`config.mk`:
```
export PLATFORM = sky130hd
export DESIGN_NAME = led_indicator_bank
export DESIGN_NICKNAME = d
export VERILOG_FILES = /design/src/rtl/led_indicator_bank.sv
export SDC_FILE = /design/constraint.sdc
export NUM_CORES = 1
export LEC_CHECK = 0
export ABC_AREA = 0
export CELL_PAD_IN_SITES_DETAIL_PLACEMENT = 2
export CELL_PAD_IN_SITES_GLOBAL_PLACEMENT = 2
export CORE_MARGIN = 2
export CORE_UTILIZATION = 35
export CTS_CLUSTER_DIAMETER = 120
export CTS_CLUSTER_SIZE = 16
export DETAILED_ROUTE_END_ITERATION = 10
export PLACE_DENSITY = 0.76
export SYNTH_ARGS = -nofsm -noshare
export SYNTH_HDL_FRONTEND = slang
export SYNTH_SLANG_ARGS = --single-unit
```
`constraint.sdc`:
```
create_clock -name clock -period 2.4 [get_ports clock]
set_input_delay 0.48 -clock clock [delete_from_list [all_inputs] [get_ports clock]]
set_output_delay 0.48 -clock clock [all_outputs]
set_load 0.01 [all_outputs]
```
`src/rtl/led_indicator_bank.sv`:
```
// Multi-channel LED driver: per-channel OFF / ON / fixed-rate BLINK / repeating flash CODE,
// all paced by one shared free-running prescaler tick.
module led_indicator_bank #(
    parameter int unsigned CHANNELS    = 2,
    parameter int unsigned TICK_DIV    = 120000,
    parameter int unsigned BLINK_TICKS = 50,
    parameter int unsigned ON_TICKS    = 20,
    parameter int unsigned OFF_TICKS   = 30,
    parameter int unsigned GAP_TICKS   = 150
) (
    input  logic                    clock,
    input  logic                    reset,
    input  logic [2*CHANNELS-1:0]   mode,
    input  logic [4*CHANNELS-1:0]   code,
    output logic [CHANNELS-1:0]     led,
    output logic [CHANNELS-1:0]     cycle_pulse
);

    localparam int unsigned MaxAB = (BLINK_TICKS > ON_TICKS) ? BLINK_TICKS : ON_TICKS;
    localparam int unsigned MaxCD = (OFF_TICKS > GAP_TICKS) ? OFF_TICKS : GAP_TICKS;
    localparam int unsigned MaxTicks = (MaxAB > MaxCD) ? MaxAB : MaxCD;
    localparam int unsigned TW = $clog2(MaxTicks) + 1;
    localparam int unsigned PW = $clog2(TICK_DIV);

    localparam logic [PW-1:0] PrescLast = PW'(TICK_DIV - 1);
    localparam logic [TW-1:0] BlinkLast = TW'(BLINK_TICKS - 1);
    localparam logic [TW-1:0] OnLast    = TW'(ON_TICKS - 1);
    localparam logic [TW-1:0] OffLast   = TW'(OFF_TICKS - 1);
    localparam logic [TW-1:0] GapLast   = TW'(GAP_TICKS - 1);

    typedef enum logic [1:0] {StFlashOn, StFlashOff, StGap} state_e;

    logic [PW-1:0] r_presc;
    logic          w_tick;

    assign w_tick = (r_presc == PrescLast);

    always_ff @(posedge clock or posedge reset) begin
        if (reset) begin
            r_presc <= '0;
        end else if (w_tick) begin
            r_presc <= '0;
        end else begin
            r_presc <= r_presc + PW'(1);
        end
    end

    for (genvar i = 0; i < CHANNELS; i++) begin : g_ch
        logic [5:0]    w_cfg;
        logic          w_entry_led;
        logic [5:0]    r_cfg;
        state_e        r_state;
        logic [TW-1:0] r_timer;
        logic [3:0]    r_flash;
        logic          r_led;
        logic          r_pulse;

        assign w_cfg = {mode[2*i+:2], code[4*i+:4]};

        always_comb begin
            w_entry_led = 1'b0;
            unique case (w_cfg[5:4])
                2'b00:   w_entry_led = 1'b0;
                2'b01:   w_entry_led = 1'b1;
                2'b10:   w_entry_led = 1'b1;
                default: w_entry_led = (w_cfg[3:0] != 4'd0);
            endcase
        end

        // A config change restarts the channel and swallows any tick on the same edge.
        always_ff @(posedge clock or posedge reset) begin
            if (reset) begin
                r_cfg   <= '0;
                r_state <= StFlashOn;
                r_timer <= '0;
                r_flash <= '0;
                r_led   <= 1'b0;
                r_pulse <= 1'b0;
            end else begin
                r_pulse <= 1'b0;
                if (w_cfg != r_cfg) begin
                    r_cfg   <= w_cfg;
                    r_state <= StFlashOn;
                    r_timer <= '0;
                    r_flash <= '0;
                    r_led   <= w_entry_led;
                end else begin
                    unique case (r_cfg[5:4])
                        2'b00: r_led <= 1'b0;
                        2'b01: r_led <= 1'b1;
                        2'b10: begin
                            if (w_tick) begin
                                if (r_timer == BlinkLast) begin
                                    r_led   <= ~r_led;
                                    r_timer <= '0;
                                end else begin
                                    r_timer <= r_timer + TW'(1);
                                end
                            end
                        end
                        default: begin
                            if (r_cfg[3:0] == 4'd0) begin
                                r_led <= 1'b0;
                            end else if (w_tick) begin
                                unique case (r_state)
                                    StFlashOn: begin
                                        if (r_timer == OnLast) begin
                                            r_state <= StFlashOff;
                                            r_led   <= 1'b0;
                                            r_timer <= '0;
                                        end else begin
                                            r_timer <= r_timer + TW'(1);
                                        end
                                    end
                                    StFlashOff: begin
                                        if (r_timer == OffLast) begin
                                            r_timer <= '0;
                                            if (r_flash == r_cfg[3:0] - 4'd1) begin
                                                r_state <= StGap;
                                            end else begin
                                                r_flash <= r_flash + 4'd1;
                                                r_state <= StFlashOn;
                                                r_led   <= 1'b1;
                                            end
                                        end else begin
                                            r_timer <= r_timer + TW'(1);
                                        end
                                    end
                                    StGap: begin
                                        if (r_timer == GapLast) begin
                                            r_state <= StFlashOn;
                                            r_flash <= '0;
                                            r_led   <= 1'b1;
                                            r_pulse <= 1'b1;
                                            r_timer <= '0;
                                        end else begin
                                            r_timer <= r_timer + TW'(1);
                                        end
                                    end
                                    default: r_state <= StFlashOn;
                                endcase
                            end
                        end
                    endcase
                end
            end
        end

        assign led[i]         = r_led;
        assign cycle_pulse[i] = r_pulse;
    end

endmodule
```
==> impl_metrics.ini <==
[route]
wl_um = 12600
viasPerCell = 5.48
drt_iter0_markers = 134
vias = 3501
post-route-drc-count = 0
ant_nets = 0
post_drt_wl_per_cell_um = 19.7
dr.pass1.iters = 4

[power]
pwr_density_cell_mw_per_mm2 = 546
p_comb_share_pct = 7.2
sequentialPowerShare_pct = 38.7
clkPwrFrac_pct = 54.1
switching_share_pct = 22.9
leakage_nw = 2.26
p_sw_w = 0.000650
ir_drop_v = 0.000383
p_int_w = 0.00219

[global_route]
track_usage_pct = 20.3
grt_pass1_vias = 3946
overflow = 0
antenna_found_initial = 0
grt_pass1_wl_um = 20300
grt_start_max_net_pins = 47

[setup_path]
reg2reg_from = g_ch[1].r_state[0]
worst_ep_arrival_time_ns = 2.66
reg2reg_slack_ns = -0.04
r2r-end = g_ch[1].r_flash[3]
cp-end-kind = register
worstPathRequired_ns = 2.62
critPathBufInv = 0
critical_path_class = register to register
rr_worst_depth = 6
crit_chain = ha_4 -> or3b_4 -> a2111oi_4 -> o2111ai_2 -> o31a_1 -> a211o_1
worstPathMaxFanout = 5
crit_family = compound AO/OA/AOI/OAI gates
max_stage_delay_ns = 0.43
critPathSlowestCell = dfrtp_1
startpoint_type = register

[logic_synthesis]
synth_warnings = 0
synth.area.top_cells = dfrtp_1 39%, ha_1 7.1%, xnor2_1 4.7%
ys_dominant_reg_cell = dfrtp_1
synth_edf_count = 0
yosys.cell_types.count = 64
synthCells = 434
syn-cell-area_mm2 = 0.00406
syn_avg_cell_area_um2 = 9.36
synth-seq-cells = 63
synth-seq-area-share_pct = 38.8
yosysTopAreaCell = dfrtp_1
yosysTopAreaCellShare_pct = 38.8
syn_nets = 471
ys_async_sr_fraction_pct = 100

[status]
violations = negative setup slack
status = complete, but fails checks

[finish]
n_fill_cell = 1223
diodes = 0
regArea_mm2 = 0.00158
fin_area_mm2 = 0.00520
drive_gt1_share_pct = 21.8
fin_util_pct = 45.7
area_growth_pct = 28.0
multi_input_area_mm2 = 0.00241
nNetsFinal = 528

[hold_path]
hp-class = input port to asynchronous set/reset pin

[placed_design]
place_area_mm2 = 0.00464
placement.setup.worst_slack_ns = -0.165
dp_hpwl_um = 9000
port_buffers = 17
gp_congestion = 0.843

[die]
fp.dieW_um = 112
die_area_mm2 = 0.0125
num_rows = 39
start_util_pct = 35.7
core_area_mm2 = 0.0114
fp.dieH_um = 112
ios = 18

[clock_tree]
clk_path_buf_depth = 2
cts_tree = built
clk_pin_slew_worst_paths_ns = 0.06
h-tree-depth = 3
clock-root-buffer = clkbuf_16
clk_latency_ns = 0.34
cts_hold_buf = 0
numClockSinks = 63
cts_buffers = 9

[sta]
hold_viol_final = 0
maxSlewViolCount = 0
max_freq_ghz = 0.410
period_needed_ns = 2.44
slew_headroom_pct = 68.5
layout_setup_ws_ns = -0.0413
setup_viol = 4
finalCritPeriodShare_pct = 102
worst_pin_slew_ns = 0.471
skew_ns = 0.00814
grt_setup_unrepaired = true

[job]
drv_cap = 0
## layout by cell type, fill, tap and decap left out, types with 3 or more instances in the layout
cell             instances
dfrtp_1                 63
buf_4                   54
nor2_1                  31
nand2_1                 29
xnor2_1                 21
ha_1                    20
xor2_1                  19
o21ai_0                 19
nand3_1                 18
clkdlybuf4s50_1         17
inv_1                   15
nor2b_1                 13
and3_1                  12
a21oi_1                 11
nor3_1                   9
and2_1                   9
clkbuf_16                9
nand4_1                  8
nor4_1                   6
a22o_1                   6
nand3b_1                 5
and4_1                   5
a211oi_1                 5
mux2i_1                  3
nand2b_1                 3
nand4b_1                 3
or3_1                    3
or4_1                    3
a211o_1                  3
inv_2                    3
bufinv_16                3
clkinvlp_4               3
## sequential cells by signal, summed over array words and instances (netlist names)
name	cells
g_ch.r_state	4
g_ch.r_flash	8
g_ch.r_led	2
r_presc	17
g_ch.r_cfg	12
g_ch.r_timer	18
g_ch.r_pulse	2
## metrics by stage
stage	total power [W]	hold WS [ns]	setup TNS, ns	std cells
2_1_floorplan	0.00122	0.451	0	434
3_3_place_gp	0.00130	0.472	0	612
3_5_place_dp	0.00131	0.494	-0.797	612
4_1_cts	0.00286	0.473	-0.0214	629
5_1_grt	0.00295	0.494	-0.696	639
6_report	0.00284	0.465	-0.107	639
## what timing repair did
action | 4_1_cts | 5_1_grt
pin swaps | 2 | 9
endpoints found under the setup margin | 6 | 19
hold endpoints to repair | 0 | 0
buffers inserted | 1 | 10
gates resized for setup | 2 | 29
## layout make-up
class                   instances  area share (%)
clock buffers                   9            4.33
clock inverters                 7            2.33
inverters                      18            1.30
multi-input cells             325            46.4
flip-flops and latches         63            30.3
well taps                     143            3.44
repair buffers                 74            11.9
## worst reg2reg max path: cells and delay by family (launching register included)
family	cells	cell delay [ns]
flip-flops	1	0.43
AO/OA/AOI/OAI	4	1.30
AND/OR/NAND/NOR	1	0.40
adder cells (fa/ha/maj)	1	0.19
## worst max-delay path by stage
stage | start | end | slack [ns] | depth (start not counted)
floorplan | g_ch[1].r_state[0] | g_ch[1].r_flash[3] | 0.05 | 8
global placement | code[6] | g_ch[1].r_flash[3] | 0.04 | 8
detailed placement | code[6] | g_ch[1].r_timer[2] | -0.17 | 9
CTS | g_ch[1].r_state[0] | g_ch[1].r_flash[0] | -0.02 | 8
global route | g_ch[1].r_state[1] | g_ch[1].r_flash[2] | -0.12 | 8
finish | g_ch[1].r_state[0] | g_ch[1].r_flash[3] | -0.04 | 6
## power by group through the flow
stage | sequential [W] | clock, W | combinational [W]
6_report | 0.00110 | 0.00154 | 0.000204
5_1_grt | 0.00110 | 0.00162 | 0.000223
2_1_floorplan | 0.00111 | 0 | 0.000116
3_5_place_dp | 0.00112 | 0 | 0.000193
4_1_cts | 0.00110 | 0.00156 | 0.000198
3_3_place_gp | 0.00111 | 0 | 0.000181
## metal layers
layer / track usage [%] / part of all wire [%] / vias up / wire length [um]
met5: 0 / 0 / - / 0
met4: 6.34 / 1.7 / 0 / 208
met3: 3.92 / 1.8 / 18 / 231
met2: 36.7 / 54 / 36 / 6840
met1: 24.2 / 42 / 1797 / 5300
li1: - / - / 1650 / -
## logic make-up (layout without fill, tap and decap cells)
| group | after synthesis | after routing | share of synthesized area [%] |
|---|---|---|---|
| adder cells (fa/ha/maj) | 23 | 23 | 7.08 |
| AO/OA/AOI/OAI | 78 | 78 | 13.8 |
| XOR/XNOR | 42 | 42 | 9.39 |
| buffers and inverters | 46 | 108 | 4.93 |
| multiplexers | 4 | 4 | 1.02 |
| flip-flops | 63 | 63 | 38.8 |
| AND/OR/NAND/NOR | 178 | 178 | 24.9 |
## Yosys cell counts (6+ instances only)
cell,count
nand3_1,18
a21oi_1,12
xnor2_1,22
dfrtp_1,63
nor2b_1,14
ha_1,23
nor2_1,31
nand2_1,31
nor4_1,6
a211oi_1,7
inv_1,18
a22o_1,6
clkbuf_1,19
xor2_1,19
nand4_1,8
and3_1,12
o21ai_0,21
nor3_1,10
and2_1,9
Note: power is estimated with default switching activity, not from simulation.
